--- config.mk ---
export PLATFORM = sky130hd
export DESIGN_NAME = ntt_butterfly
export DESIGN_NICKNAME = d
export VERILOG_FILES = /design/src/rtl/ntt_butterfly.sv
export SDC_FILE = /design/constraint.sdc
export NUM_CORES = 1
export LEC_CHECK = 0
export BUFFER_PORTS_ARGS = -buffer_cell sky130_fd_sc_hd__buf_4
export CAP_MARGIN = 20
export CORE_MARGIN = 1.5
export CORE_UTILIZATION = 54
export CTS_BUF_LIST = sky130_fd_sc_hd__clkbuf_4 sky130_fd_sc_hd__clkbuf_8 sky130_fd_sc_hd__clkbuf_16
export DETAILED_ROUTE_END_ITERATION = 8
export PLACE_DENSITY = 0.78
export SLEW_MARGIN = 20
export SYNTH_ARGS = -nofsm -noshare
export SYNTH_HDL_FRONTEND = slang
export SYNTH_SLANG_ARGS = --single-unit
--- constraint.sdc ---
create_clock -name clk_i -period 3.5 [get_ports clk_i]
set_input_delay 0.7 -clock clk_i [delete_from_list [all_inputs] [get_ports clk_i]]
set_output_delay 0.7 -clock clk_i [all_outputs]
set_load 0.02 [all_outputs]
--- src/rtl/ntt_butterfly.sv ---
// ntt_butterfly: two-stage pipelined NTT butterfly add/sub with selectable Kyber/Dilithium modulus
// Ports:
//   clk_i, rst_i          clock, asynchronous active-high reset
//   select_i              modulus per pair: 0 = Dilithium (8380417), 1 = Kyber (3329)
//   valid_i/ready_o       operand handshake for a_i and wb_i (wb_i = w*b mod q)
//   mode_i                0 = forward, 1 = inverse halving (NTT_BUTTERFLY_HALVE_EN only)
//   valid_o/ready_i       result handshake for x_o = (a+wb) mod q and y_o = (a-wb) mod q
//   clear_i, cnt_o        synchronous clear and 8-bit count of delivered result pairs
// Define NTT_BUTTERFLY_HALVE_EN to compile in the inverse halving step.
module ntt_butterfly (
  input  logic        clk_i,
  input  logic        rst_i,
  input  logic        select_i,
  input  logic        valid_i,
  output logic        ready_o,
  input  logic [22:0] a_i,
  input  logic [22:0] wb_i,
  input  logic        mode_i,
  output logic        valid_o,
  input  logic        ready_i,
  output logic [22:0] x_o,
  output logic [22:0] y_o,
  input  logic        clear_i,
  output logic [7:0]  cnt_o
);
  localparam logic [23:0] Q_DIL = 24'd8380417;
  localparam logic [23:0] Q_KYB = 24'd3329;
  logic        v1, v2, s1_sel, adv1, adv2;
  logic [23:0] s1_sum, s1_dif, q_in, q1;
  logic [22:0] sum_r, dif_r, x_n, y_n;
  assign adv2    = !v2 || ready_i;
  assign adv1    = !v1 || adv2;
  assign ready_o = adv1;
  assign valid_o = v2;
  assign q_in    = select_i ? Q_KYB : Q_DIL;
  assign q1      = s1_sel ? Q_KYB : Q_DIL;
  // Both raw values are below 2q, so one conditional subtraction fully reduces them.
  assign sum_r   = 23'(s1_sum >= q1 ? s1_sum - q1 : s1_sum);
  assign dif_r   = 23'(s1_dif >= q1 ? s1_dif - q1 : s1_dif);
`ifdef NTT_BUTTERFLY_HALVE_EN
  logic s1_mode;
  // Halving mod q: odd values get q added first so the shift is exact.
  assign x_n = s1_mode ? 23'(({1'b0, sum_r} + (sum_r[0] ? q1 : 24'd0)) >> 1) : sum_r;
  assign y_n = s1_mode ? 23'(({1'b0, dif_r} + (dif_r[0] ? q1 : 24'd0)) >> 1) : dif_r;
`else
  logic unused_mode;
  assign unused_mode = mode_i;
  assign x_n = sum_r;
  assign y_n = dif_r;
`endif
  always_ff @(posedge clk_i or posedge rst_i)
    if (rst_i) begin
      v1     <= 1'b0;
      v2     <= 1'b0;
      s1_sel <= 1'b0;
      s1_sum <= '0;
      s1_dif <= '0;
`ifdef NTT_BUTTERFLY_HALVE_EN
      s1_mode <= 1'b0;
`endif
      x_o    <= '0;
      y_o    <= '0;
      cnt_o  <= '0;
    end else begin
      if (adv1) v1 <= valid_i;
      if (adv1 && valid_i) begin
        s1_sel <= select_i;
        s1_sum <= {1'b0, a_i} + {1'b0, wb_i};
        // Adding q keeps the difference non-negative in 24 bits.
        s1_dif <= {1'b0, a_i} - {1'b0, wb_i} + q_in;
`ifdef NTT_BUTTERFLY_HALVE_EN
        s1_mode <= mode_i;
`endif
      end
      if (adv2) v2 <= v1;
      if (adv2 && v1) begin
        x_o <= x_n;
        y_o <= y_n;
      end
      if (clear_i) cnt_o <= '0;
      else if (v2 && ready_i) cnt_o <= cnt_o + 8'd1;
    end
endmodule

# Yosys cells after proc, flatten, opt, wreduce, memory -nomap -nowiden
# Cells that the tools add are included.
# Widths: inputs -> output; s select.
# totals
regBits,105
in_bits,53
out_inout_bits,56
elab_cells,30
# classes
n_addsub,6
order_cmp,2
mux,6
n_reduce_logical,8
# op_table
cell,n
$mux 23,4
$ge 24x23->1,2
$sub 23x23->23,2
$add 23x23->24,1
$add 24x23->24,1
$sub 23x23->24,1
$mux 8,2
$add 8x1->8 const B,1
$logic_and 1x1->1,3
$logic_not 1->1,2
$logic_or 1x1->1,2
$reduce_bool 2->1,1

# Logic depth before layout (Yosys ltp)
# Gate-level depths: netlist (run 1).
# logic_depth
word_depth,4
ltp_mapped,14
ltp_nobuf,14

# Least setup slack after synthesis (run 1)
# No wires, ideal clock.
# synth_timing
path_type,input port to flip-flop
startpoint,input port a_i[1]
endpoint,register s1_dif[21]
setup_ns,0.083
arrival_time_ns,2.930
t_required_ns,3.417
slack_ns,0.488
path_stages,14
n_path_buf,0
cell_sequence,inv_1 > ha_1 > inv_1 > ha_1 > inv_1 > fa_1 > nor2b_1 > o31a_1 > o21ai_0 > a21oi_1 > nor3b_1 > a31oi_1 > xor2_1 > o21ai_0
# synth_via
elab_chain_cells,2
# synth_rtl
item,line,rtl
start: declaration,16,"input logic [22:0] a_i,"
$sub 23x23->24,70,"s1_dif <= {1'b0, a_i} - {1'b0, wb_i} + q_in;"
$add 24x23->24,70,
end signal: assignment,70,
end: declaration,29,"logic [23:0] s1_sum, s1_dif, q_in, q1;"
# Every way passes these cells.
# A chain may end at the register's enable or synchronous reset.

# Final worst setup path (run 1)
# layout_timing
startpoint,register s1_sel
endpoint,register y_o[5]
# layout_via
elab_chain_cells,3
# layout_rtl
item,line,rtl
start: declaration,28,"logic v1, v2, s1_sel, adv1, adv2;"
start signal: assignment,67,s1_sel <= select_i;
$mux 23,36,assign q1 = s1_sel ? Q_KYB : Q_DIL;
$ge 24x23->1,39,assign dif_r = 23'(s1_dif >= q1 ? s1_dif - q1 : s1_dif);
$mux 23,39,
end signal: assignment,78,y_o <= y_n;
end: declaration,22,"output logic [22:0] y_o,"
# Every way passes these cells.

==> results of run 1 <==
worst max-delay path, cell delays in order, from the launching register on:
cell      delay [ns]
dfrtp_1         0.50
inv_1           0.24
ha_1            0.44
and4b_1         0.24
nand4b_1        0.14
o211ai_1        0.25
a31oi_2         0.14
or3_1           0.37
or4_1           0.44
xor2_1          0.16
o21ai_0         0.15
final timing paths:
check                      startpoint         end  slack (ns)  depth (start not counted)
setup reg to reg               s1_sel      y_o[5]        0.35                         10
hold / removal                  rst_i     y_o[22]        0.47                          2
min in group clk_i             x_o[9]      x_o[9]        0.48                          2
setup / recovery               s1_sel      y_o[5]        0.35                         10
max in group asynchronous       rst_i  s1_sum[22]        2.33                          3
hold reg to reg                x_o[9]      x_o[9]        0.48                          2
stage by stage:
| step | total power [W] | cell area [um2] | setup WS [ns] | hold slack (ns) |
|---|---|---|---|---|
| 3_5_place_dp | 0.00532 | 9860 | 0.118 | 0.471 |
| 3_3_place_gp | 0.00524 | 9860 | 0.152 | 0.462 |
| 2_1_floorplan | 0.00426 | 8770 | 0.0395 | 0.471 |
| 4_1_cts | 0.00633 | 10200 | 0.374 | 0.487 |
| 6_report | 0.00633 | 10200 | 0.347 | 0.470 |
| 5_1_grt | 0.00682 | 10200 | 0.131 | 0.511 |
sequential cells by signal, summed over array words and instances, names as in the netlist:
register,flops
v1,1
s1_sum,24
valid_o,1
s1_dif,24
s1_sel,1
x_o,23
cnt_o,8
y_o,23
layout make-up:
| class | instances | area share |
|---|---|---|
| inverters | 85 | 0.0317 |
| multi-input cells | 812 | 0.561 |
| flip-flops and latches | 105 | 0.259 |
| well taps | 216 | 0.0266 |
| repair buffers | 124 | 0.0929 |
| clock inverters | 5 | 0.00419 |
| clock buffers | 11 | 0.0249 |
metal layers:
| metal | up-vias | wire length, um | global-route usage |
|---|---|---|---|
| met5 | - | 0 | 0 |
| met4 | 0 | 290 | 0.0640 |
| met3 | 21 | 1090 | 0.0240 |
| met2 | 217 | 8970 | 0.392 |
| met1 | 3432 | 9850 | 0.360 |
| li1 | 3792 | - | - |
cells in the final DEF (no fill, tap or decap), types with 5 or more instances in the layout:
cell type  instances
or3_1              5
dfrtp_1          105
nor2_1            67
nor2b_1           10
o211ai_1          12
a21o_1            13
nor3_1            13
fa_1              15
buf_4            123
nand4_1            9
xnor2_1           49
a21oi_1           70
xor2_1            36
clkbuf_16          9
mux2_2             5
inv_1             84
o21ai_1            7
nor3b_1            5
a211oi_1          12
o31ai_1            8
nand2_1          132
nand3_1           10
a31oi_1            9
o21ai_0          109
a211o_1            5
mux2i_1           13
nor4_1             7
nand2b_1          21
o21a_1             6
ha_1              99
o21bai_1           7
power breakdown:
group | switching, W | internal (W) | leakage (nW) | total (W)
combinational | 0.00191 | 0.00145 | 3.44 | 0.00336
clock | 0.000465 | 0.000532 | 0.144 | 0.000997
sequential | 0.000368 | 0.00161 | 1.30 | 0.00198
total | 0.00275 | 0.00359 | 4.88 | 0.00633
cell families (layout without fill, tap and decap cells):
logic type | count (synthesis) | after routing | share of synthesized area
and+or+nand+nor | 309 | 309 | 0.166
AOI/OAI and AO/OA | 286 | 286 | 0.200
buffers and inverters | 119 | 225 | 0.0521
adders and majority gates | 114 | 114 | 0.176
DFF | 105 | 105 | 0.300
xor gates and xnor gates | 85 | 85 | 0.0849
muxes | 18 | 18 | 0.0213
==> summary.md, run 1 <==
| Metric | Value |
|---|---|
| Worst Skew | `0.00553 ns` |
| Tcrit/Tclk final | `0.901` |
| Die Height | `130 um` |
| DP HPWL | `16,200 um` |
| FFs w/ async S/R, synth | `1.00` |
| Starting density of the core | `0.552` |
| Layout area overhead | `15.8%` |
| Min cycle time layout | `3.15 ns` |
| Final hold vios | `0` |
| Most common cell in the netlist | `nand2_1` |
| Flip-flop and latch area | `2630 um2` |
| Max-slew violation count | `0` |
| Clk slew on worst S/H paths | `0.07 ns` |
| Count of cell types in the netlist | `68` |
| CP Capture Type | `flop` |
| Drt pass-1 iters | `5` |
| Wirelength, routed | `20,200 um` |
| DR vias/cell | `5.49` |
| Diode count | `0` |
| Largest net degree at the start of global routing | `58` |
| I/O pin total | `109` |
| Total negative setup slack | `0 ns` |
| Inst Count DP | `1,342` |
| Ranking of synthesized cells by area | `dfrtp_1 (30%), ha_1 (14%), o21ai_0 (6.2%)` |
| Area used by multi-input combinational logic | `5690 um2` |
| Max FO, Critical Path | `7` |
| Top FF cell, synth | `dfrtp_1` |
| Fmax | `317 MHz` |
| Commonest cells in the synthesized netlist | `nand2_1 (134), o21ai_0 (109), dfrtp_1 (105), ha_1 (99), inv_1 (85)` |
| Slew @ Worst Pin | `0.711 ns` |
| Status | `completed` |
| Syn Nets | `1,203` |
| Synth Area per Inst | `8.46 um2` |
| Maximum clock insertion buffer count | `2` |
| # Post-CTS Setup Buffers | `0` |
| Total grt overflow | `0` |
| Worst endpoint required time | `3.77 ns` |
| Worst hold path class | `input pin to async pin` |
| GP Congestion | `0.947` |
| Vias in the first global route | `6,854` |
| First-pass GRT wire length | `33,300 um` |
| Sink Count | `105` |
| Setup-failing EPs final | `0` |
| Final nets | `1,304` |
| Critical Path AT | `3.42 ns` |
| Buffers on Ports | `107` |
| Resized cells post-CTS | `0` |
| Fin util | `0.639` |
| Rows | `46` |
| Post-route insts no fill | `1,358` |
| Core Area | `15,900 um2` |
| Total number of vias | `7,462` |
| YS warnings | `0` |
| Unrepaired setup endpoints after global routing | `no` |
| Fillcell total | `1,369` |
| Maximum vdd drop | `0.327 mV` |
| Layout cell share with drive strength beyond 1 | `0.146` |
| Syn Inst Count | `1,036` |
| Crit start category | `flop` |
| #FFs+latches synth | `105` |
| GRT Overall Usage | `0.246` |
| Drt drc | `0` |
| Average wire per standard cell | `14.9 um` |
| Synthesized area | `8770 um2` |
| CTS root buffer | `clkbuf_16` |
| Leak | `4.88 nW` |
| Die area | `17,000 um2` |
| Number of synthesized flops with an enable pin | `0` |
| Max H-tree Level | `3` |
| Hold-fix buffers, CTS | `0` |
| Die X | `130 um` |
| Rel. slew slack | `0.524` |
| Initial antenna violation count | `0` |
| Top cell type's share of synthesized area | `0.300` |
| 1st-iter DRT viols | `498` |
| CTS tree | `yes` |
| Max_cap viols | `0` |
| Crit path kind | `flop to flop` |
| Seq/Total Area, Yosys | `0.300` |
| Yosys top cell by area | `dfrtp_1` |
| Pwr Density | `624 nW/um2` |
| Number of buffers created by CTS | `9` |
| Worst-skew pair later-pin latency | `0.35 ns` |
| Antenna Nets Post-Route | `0` |
(Power assumes the default switching activity.)
==> run 2: changes to the inputs <==
--- a/config.mk
+++ b/config.mk
@@ -7,12 +7,13 @@
 export LEC_CHECK = 0
 export BUFFER_PORTS_ARGS = -buffer_cell sky130_fd_sc_hd__buf_4
 export CAP_MARGIN = 20
+export CELL_PAD_IN_SITES_DETAIL_PLACEMENT = 1
+export CELL_PAD_IN_SITES_GLOBAL_PLACEMENT = 2
 export CORE_MARGIN = 1.5
-export CORE_UTILIZATION = 54
+export CORE_UTILIZATION = 33
 export CTS_BUF_LIST = sky130_fd_sc_hd__clkbuf_4 sky130_fd_sc_hd__clkbuf_8 sky130_fd_sc_hd__clkbuf_16
 export DETAILED_ROUTE_END_ITERATION = 8
-export PLACE_DENSITY = 0.78
-export SLEW_MARGIN = 20
+export PLACE_DENSITY_LB_ADDON = 0.1
 export SYNTH_ARGS = -nofsm -noshare
 export SYNTH_HDL_FRONTEND = slang
 export SYNTH_SLANG_ARGS = --single-unit
==> run 2 against run 1 <==
Compared with the run above:
- non-clock buffer count increased by 6
- critical endpoint is now x_o[4]
- largest power group unchanged
- clock power increased by 4%
- highest routed layer unchanged
- die area is 62% higher
- clock-buffer cell count decreased by 1
==> summary.md, run 2 (synthesis gave the netlist of run 1 again) <==
| Metric | Value |
|---|---|
| Reg2reg end | `x_o[4]` |
| Critical Path AT | `3.35 ns` |
| Starting density of the core | `0.336` |
| Setup-failing EPs final | `0` |
| Worst Skew | `0.00784 ns` |
| DP Area | `10,000 um2` |
| Final hold vios | `0` |
| CP Capture Type | `flop` |
| Antenna Nets Post-Route | `0` |
| Worst endpoint required time | `3.72 ns` |
| Unrepaired setup endpoints after global routing | `no` |
| Fillcell total | `3,151` |
| GP Congestion | `0.833` |
| Die area | `27,500 um2` |
| Post-route insts no fill | `1,482` |
| Tcrit/Tclk final | `0.894` |
| Die Height | `166 um` |
| Diode count | `0` |
| DP HPWL | `19,600 um` |
| Commonest non-fill, non-tap cell in the layout | `nand2_1` |
| CTS tree | `yes` |
| Worst slack, placed | `0.0476 ns` |
| Worst r2r src | `s1_sel` |
| DR vias/cell | `5.01` |
| Max H-tree Level | `3` |
| Worst-case reg-to-reg path depth | `11` |
| Average wire per standard cell | `16.1 um` |
| First-pass GRT wire length | `40,200 um` |
| Final nets | `1,310` |
| Number of buffers created by CTS | `9` |
| Sink Count | `105` |
| Drt drc | `0` |
| Most frequent cells in the layout | `nand2_1 (132), buf_4 (130), o21ai_0 (109), dfrtp_1 (105), ha_1 (99)` |
| Wirelength, routed | `23,800 um` |
| Total negative setup slack | `0 ns` |
| Layout cell share with drive strength beyond 1 | `0.150` |
| Reg2reg setup slack | `0.37 ns` |
| Worst-skew pair later-pin latency | `0.35 ns` |
| Layout area overhead | `17.9%` |
| Initial antenna violation count | `0` |
| Clk slew on worst S/H paths | `0.07 ns` |
| Core Area | `26,100 um2` |
| Maximum vdd drop | `0.339 mV` |
| GRT Overall Usage | `0.178` |
| Fmax | `320 MHz` |
| Total number of vias | `7,428` |
| Crit start category | `flop` |
| Buffers on Ports | `107` |
| Total grt overflow | `0` |
| Rel. slew slack | `0.497` |
| Resized cells post-CTS | `0` |
| Maximum clock insertion buffer count | `2` |
| Min cycle time layout | `3.13 ns` |
| Biggest regs | `s1_dif x24, s1_sum x24` |
| # Post-CTS Setup Buffers | `0` |
| Vias in the first global route | `7,579` |
| Hold-fix buffers, CTS | `0` |
| Slew @ Worst Pin | `0.752 ns` |
| Inst Count DP | `1,467` |
| Final WS setup | `0.371 ns` |
| Worst hold path class | `input pin to async pin` |
| Status | `completed` |
| Largest net degree at the start of global routing | `59` |
| Rows | `59` |
| Pwr Density | `623 nW/um2` |
| Max_cap viols | `0` |
| CTS root buffer | `clkbuf_16` |
| Final Cell Area | `10,300 um2` |
| Die X | `166 um` |
| Leak | `4.90 nW` |
| Max FO, Critical Path | `21` |
| Max-slew violation count | `0` |
| I/O pin total | `109` |
| Crit path kind | `flop to flop` |
| Drt pass-1 iters | `4` |
| 1st-iter DRT viols | `413` |
==> run 2: changes by cell type in the layout (fill, tap and decap cells not counted) <==
cell        delta
clkbuf_8       -2
clkinvlp_4     +1
bufinv_16      +1
inv_6          -3
buf_4          +7
inv_8          +1
buf_12         -1
clkbuf_4       +1
==> run 2: cell type report <==
| cell class | instances | area [um2] | share of cell area |
|---|---|---|---|
| Multi-Input combinational cell | 812 | 5690 | 0.551 |
| Sequential cell | 105 | 2630 | 0.254 |
| Timing Repair Buffer | 130 | 976 | 0.0944 |
| Tap cell | 335 | 419 | 0.0406 |
| Inverter | 85 | 322 | 0.0311 |
| Clock buffer | 10 | 233 | 0.0225 |
| Clock inverter | 5 | 65.1 | 0.00630 |
==> run 2: metrics by stage <==
| stage | util | total power [W] | hold slack [ns] |
|---|---|---|---|
| 2_1_floorplan | - | 0.00426 | 0.471 |
| 3_3_place_gp | 0.385 | 0.00543 | 0.461 |
| 3_5_place_dp | 0.385 | 0.00547 | 0.467 |
| 4_1_cts | 0.397 | 0.00654 | 0.484 |
| 5_1_grt | 0.397 | 0.00701 | 0.510 |
| 6_report | 0.397 | 0.00644 | 0.467 |
==> run 2: critical path, cell delays in order (launching register included) <==
cell,delay (ns)
dfrtp_1,0.40
buf_4,0.23
ha_1,0.41
nand3_1,0.19
nor4_1,0.35
o31ai_1,0.14
o211ai_1,0.22
buf_4,0.38
nand2_1,0.15
nor3_1,0.19
xnor2_1,0.20
o21ai_0,0.12
==> run 2: how the worst max path moves through the flow <==
stage	start	end	slack [ns]	cells after the start
after global routing	s1_sel	x_o[4]	0.15	11
after floorplan	rst_i	cnt_o[0]	0.04	1
after CTS	s1_sel	x_o[4]	0.33	11
after global placement	a_i[1]	s1_dif[21]	0.13	16
final	s1_sel	x_o[4]	0.37	11
after detailed placement	a_i[1]	s1_dif[21]	0.05	16
==> run 2: layer usage <==
| layer | track usage | part of all wire |
|---|---|---|
| met1 | 0.267 | 0.54 |
| met2 | 0.276 | 0.43 |
| met5 | 0 | 0 |
| met3 | 0.0174 | 0.020 |
| met4 | 0.0400 | 0.010 |
==> run 2: power breakdown <==
group | internal (W) | switching (W) | total, W | leakage (nW)
Sequential | 0.00161 | 0.000379 | 0.00199 | 1.30
Combinational | 0.00146 | 0.00196 | 0.00342 | 3.46
Clock | 0.000567 | 0.000470 | 0.00104 | 0.141
Total | 0.00363 | 0.00281 | 0.00644 | 4.90
==> run 3: changes to the inputs <==
--- a/config.mk
+++ b/config.mk
@@ -12,8 +12,10 @@
 export CORE_MARGIN = 1.5
 export CORE_UTILIZATION = 33
 export CTS_BUF_LIST = sky130_fd_sc_hd__clkbuf_4 sky130_fd_sc_hd__clkbuf_8 sky130_fd_sc_hd__clkbuf_16
+export CTS_CLUSTER_SIZE = 24
 export DETAILED_ROUTE_END_ITERATION = 8
 export PLACE_DENSITY_LB_ADDON = 0.1
+export RECOVER_POWER = 25
 export SYNTH_ARGS = -nofsm -noshare
 export SYNTH_HDL_FRONTEND = slang
 export SYNTH_SLANG_ARGS = --single-unit
==> run 3 against run 2 <==
Compared with the run above:
- the flow now finishes with violations (capacitance limit, slew limit)
- critical path depth is the same
- sequential power about the same
- clock power about the same
- hold slack better by 0.0081 ns
- via count about the same
- cell count unchanged
- routed wire length is essentially flat
- cell area barely moved
- global-route usage is the same
- clock-buffer cell count unchanged
- utilization is essentially flat
- worst setup slack improved by 0.0036 ns
- critical path type unchanged
- largest cell class unchanged
- largest power group unchanged
==> summary.md, run 3 (synthesis gave the netlist of run 1 again) <==
| Metric | Value |
|---|---|
| Status | `finished with violations` |
| Failing checks | `capacitance limit, slew limit` |
| Max H-tree Level | `3` |
| Core Area | `26,100 um2` |
| Maximum vdd drop | `0.339 mV` |
| Critical Path AT | `3.35 ns` |
| Wirelength, routed | `23,900 um` |
| Worst-skew pair later-pin latency | `0.35 ns` |
| Reg2reg setup slack | `0.37 ns` |
| Layout area overhead | `17.8%` |
| Antenna Nets Post-Route | `0` |
| Sink Count | `105` |
| Starting density of the core | `0.336` |
| Largest net degree at the start of global routing | `59` |
| Min cycle time layout | `3.13 ns` |
| Total number of vias | `7,424` |
| Pwr Density | `624 nW/um2` |
| Buffers on Ports | `107` |
| Hold-fix buffers, CTS | `0` |
| Layout cell share with drive strength beyond 1 | `0.148` |
| Die X | `166 um` |
| Average wire per standard cell | `16.1 um` |
| Clk slew on worst S/H paths | `0.07 ns` |
| Worst-case reg-to-reg path depth | `11` |
| 1st-iter DRT viols | `411` |
| Worst endpoint required time | `3.72 ns` |
| Unrepaired setup endpoints after global routing | `no` |
| First-pass GRT wire length | `40,200 um` |
| DR vias/cell | `5.01` |
| HP Start | `x_o[1]` |
| Fmax | `320 MHz` |
| Vias in the first global route | `7,579` |
| Drt pass-1 iters | `4` |
| GP Congestion | `0.833` |
| Final hold vios | `0` |
| Biggest regs | `s1_dif x24, s1_sum x24` |
| Inst Count DP | `1,467` |
| CTS root buffer | `clkbuf_16` |
| Number of buffers created by CTS | `9` |
| Total negative setup slack | `0 ns` |
| Initial antenna violation count | `0` |
| Worst Skew | `0.00761 ns` |
| Worst r2r src | `s1_sel` |
| Most frequent cells in the layout | `nand2_1 (132), buf_4 (127), o21ai_0 (109), dfrtp_1 (105), ha_1 (99)` |
| Post-route insts no fill | `1,482` |
| Fin util | `0.396` |
| # Post-CTS Setup Buffers | `0` |
| Maximum clock insertion buffer count | `2` |
| Final nets | `1,310` |
| Max_cap viols | `1` |
| Setup-failing EPs final | `0` |
| Reg2reg end | `x_o[4]` |
| Max-slew violation count | `59` |
| Crit start category | `flop` |
| Crit path kind | `flop to flop` |
| Slew @ Worst Pin | `2.25 ns` |
| GRT Overall Usage | `0.178` |
| WHS Endpoint | `x_o[1]` |
| Rel. slew slack | `-0.499` |
| Die Height | `166 um` |
| Rows | `59` |
| Tcrit/Tclk final | `0.893` |
| Worst hold path class | `flop to flop` |
| Leak | `4.90 nW` |
| DP HPWL | `19,600 um` |
| Hold-critical path depth | `2` |
| Total grt overflow | `0` |
| Drt drc | `0` |
| CTS tree | `yes` |
| Resized cells post-CTS | `0` |
| Max FO, Critical Path | `21` |
| Commonest non-fill, non-tap cell in the layout | `nand2_1` |
| I/O pin total | `109` |
| CP Capture Type | `flop` |
| Diode count | `0` |
| Die area | `27,500 um2` |
[run 3: power by group]
group | internal (W) | switching [W]
Sequential | 0.00161 | 0.000380
Clock | 0.000567 | 0.000474
Combinational | 0.00146 | 0.00196
Total | 0.00363 | 0.00281
[run 3: worst max-delay path by stage]
stage	startpoint	endpoint	slack (ns)	cells after the start
final	s1_sel	x_o[4]	0.37	11
after global routing	s1_sel	x_o[4]	0.15	11
after CTS	s1_sel	x_o[4]	0.33	11
after detailed placement	a_i[1]	s1_dif[21]	0.05	16
after global placement	a_i[1]	s1_dif[21]	0.13	16
after floorplan	rst_i	cnt_o[0]	0.04	1
[run 3: area by class of cell]
cell class                 count  area [um2]
clock buffer                  10         233
clock inverter                 5        65.1
fill                        3150       15700
inverter                      85         319
multi-input combinational    812        5690
sequential                   105        2630
tap                          335         419
timing repair buffer         130         970
[run 3: routing by layer]
layer  up-vias  global-route usage  wire length, um
li1       3794                   -                -
met1      3505               0.267            12800
met2       108               0.276            10300
met3        17              0.0174              560
met4         0              0.0400              243
met5         -                   0                0
[run 3: critical path, cell delays in order (launching register included)]
cell and delay (ns):
dfrtp_1 0.40, buf_4 0.23, ha_1 0.41, nand3_1 0.19, nor4_1 0.35, o31ai_1 0.14
o211ai_1 0.22, buf_4 0.37, nand2_1 0.15, nor3_1 0.19, xnor2_1 0.20, o21ai_0 0.12
[run 3: through the flow]
| stage | worst slack (ns) | instance area (um2) | hold WS [ns] | total power (W) |
|---|---|---|---|---|
| 3_5_place_dp | 0.0476 | 10000 | 0.467 | 0.00547 |
| 2_1_floorplan | 0.0395 | 8770 | 0.471 | 0.00426 |
| 6_report | 0.374 | 10300 | 0.475 | 0.00644 |
| 3_3_place_gp | 0.131 | 10000 | 0.461 | 0.00543 |
| 4_1_cts | 0.333 | 10300 | 0.484 | 0.00654 |
| 5_1_grt | 0.147 | 10300 | 0.510 | 0.00701 |
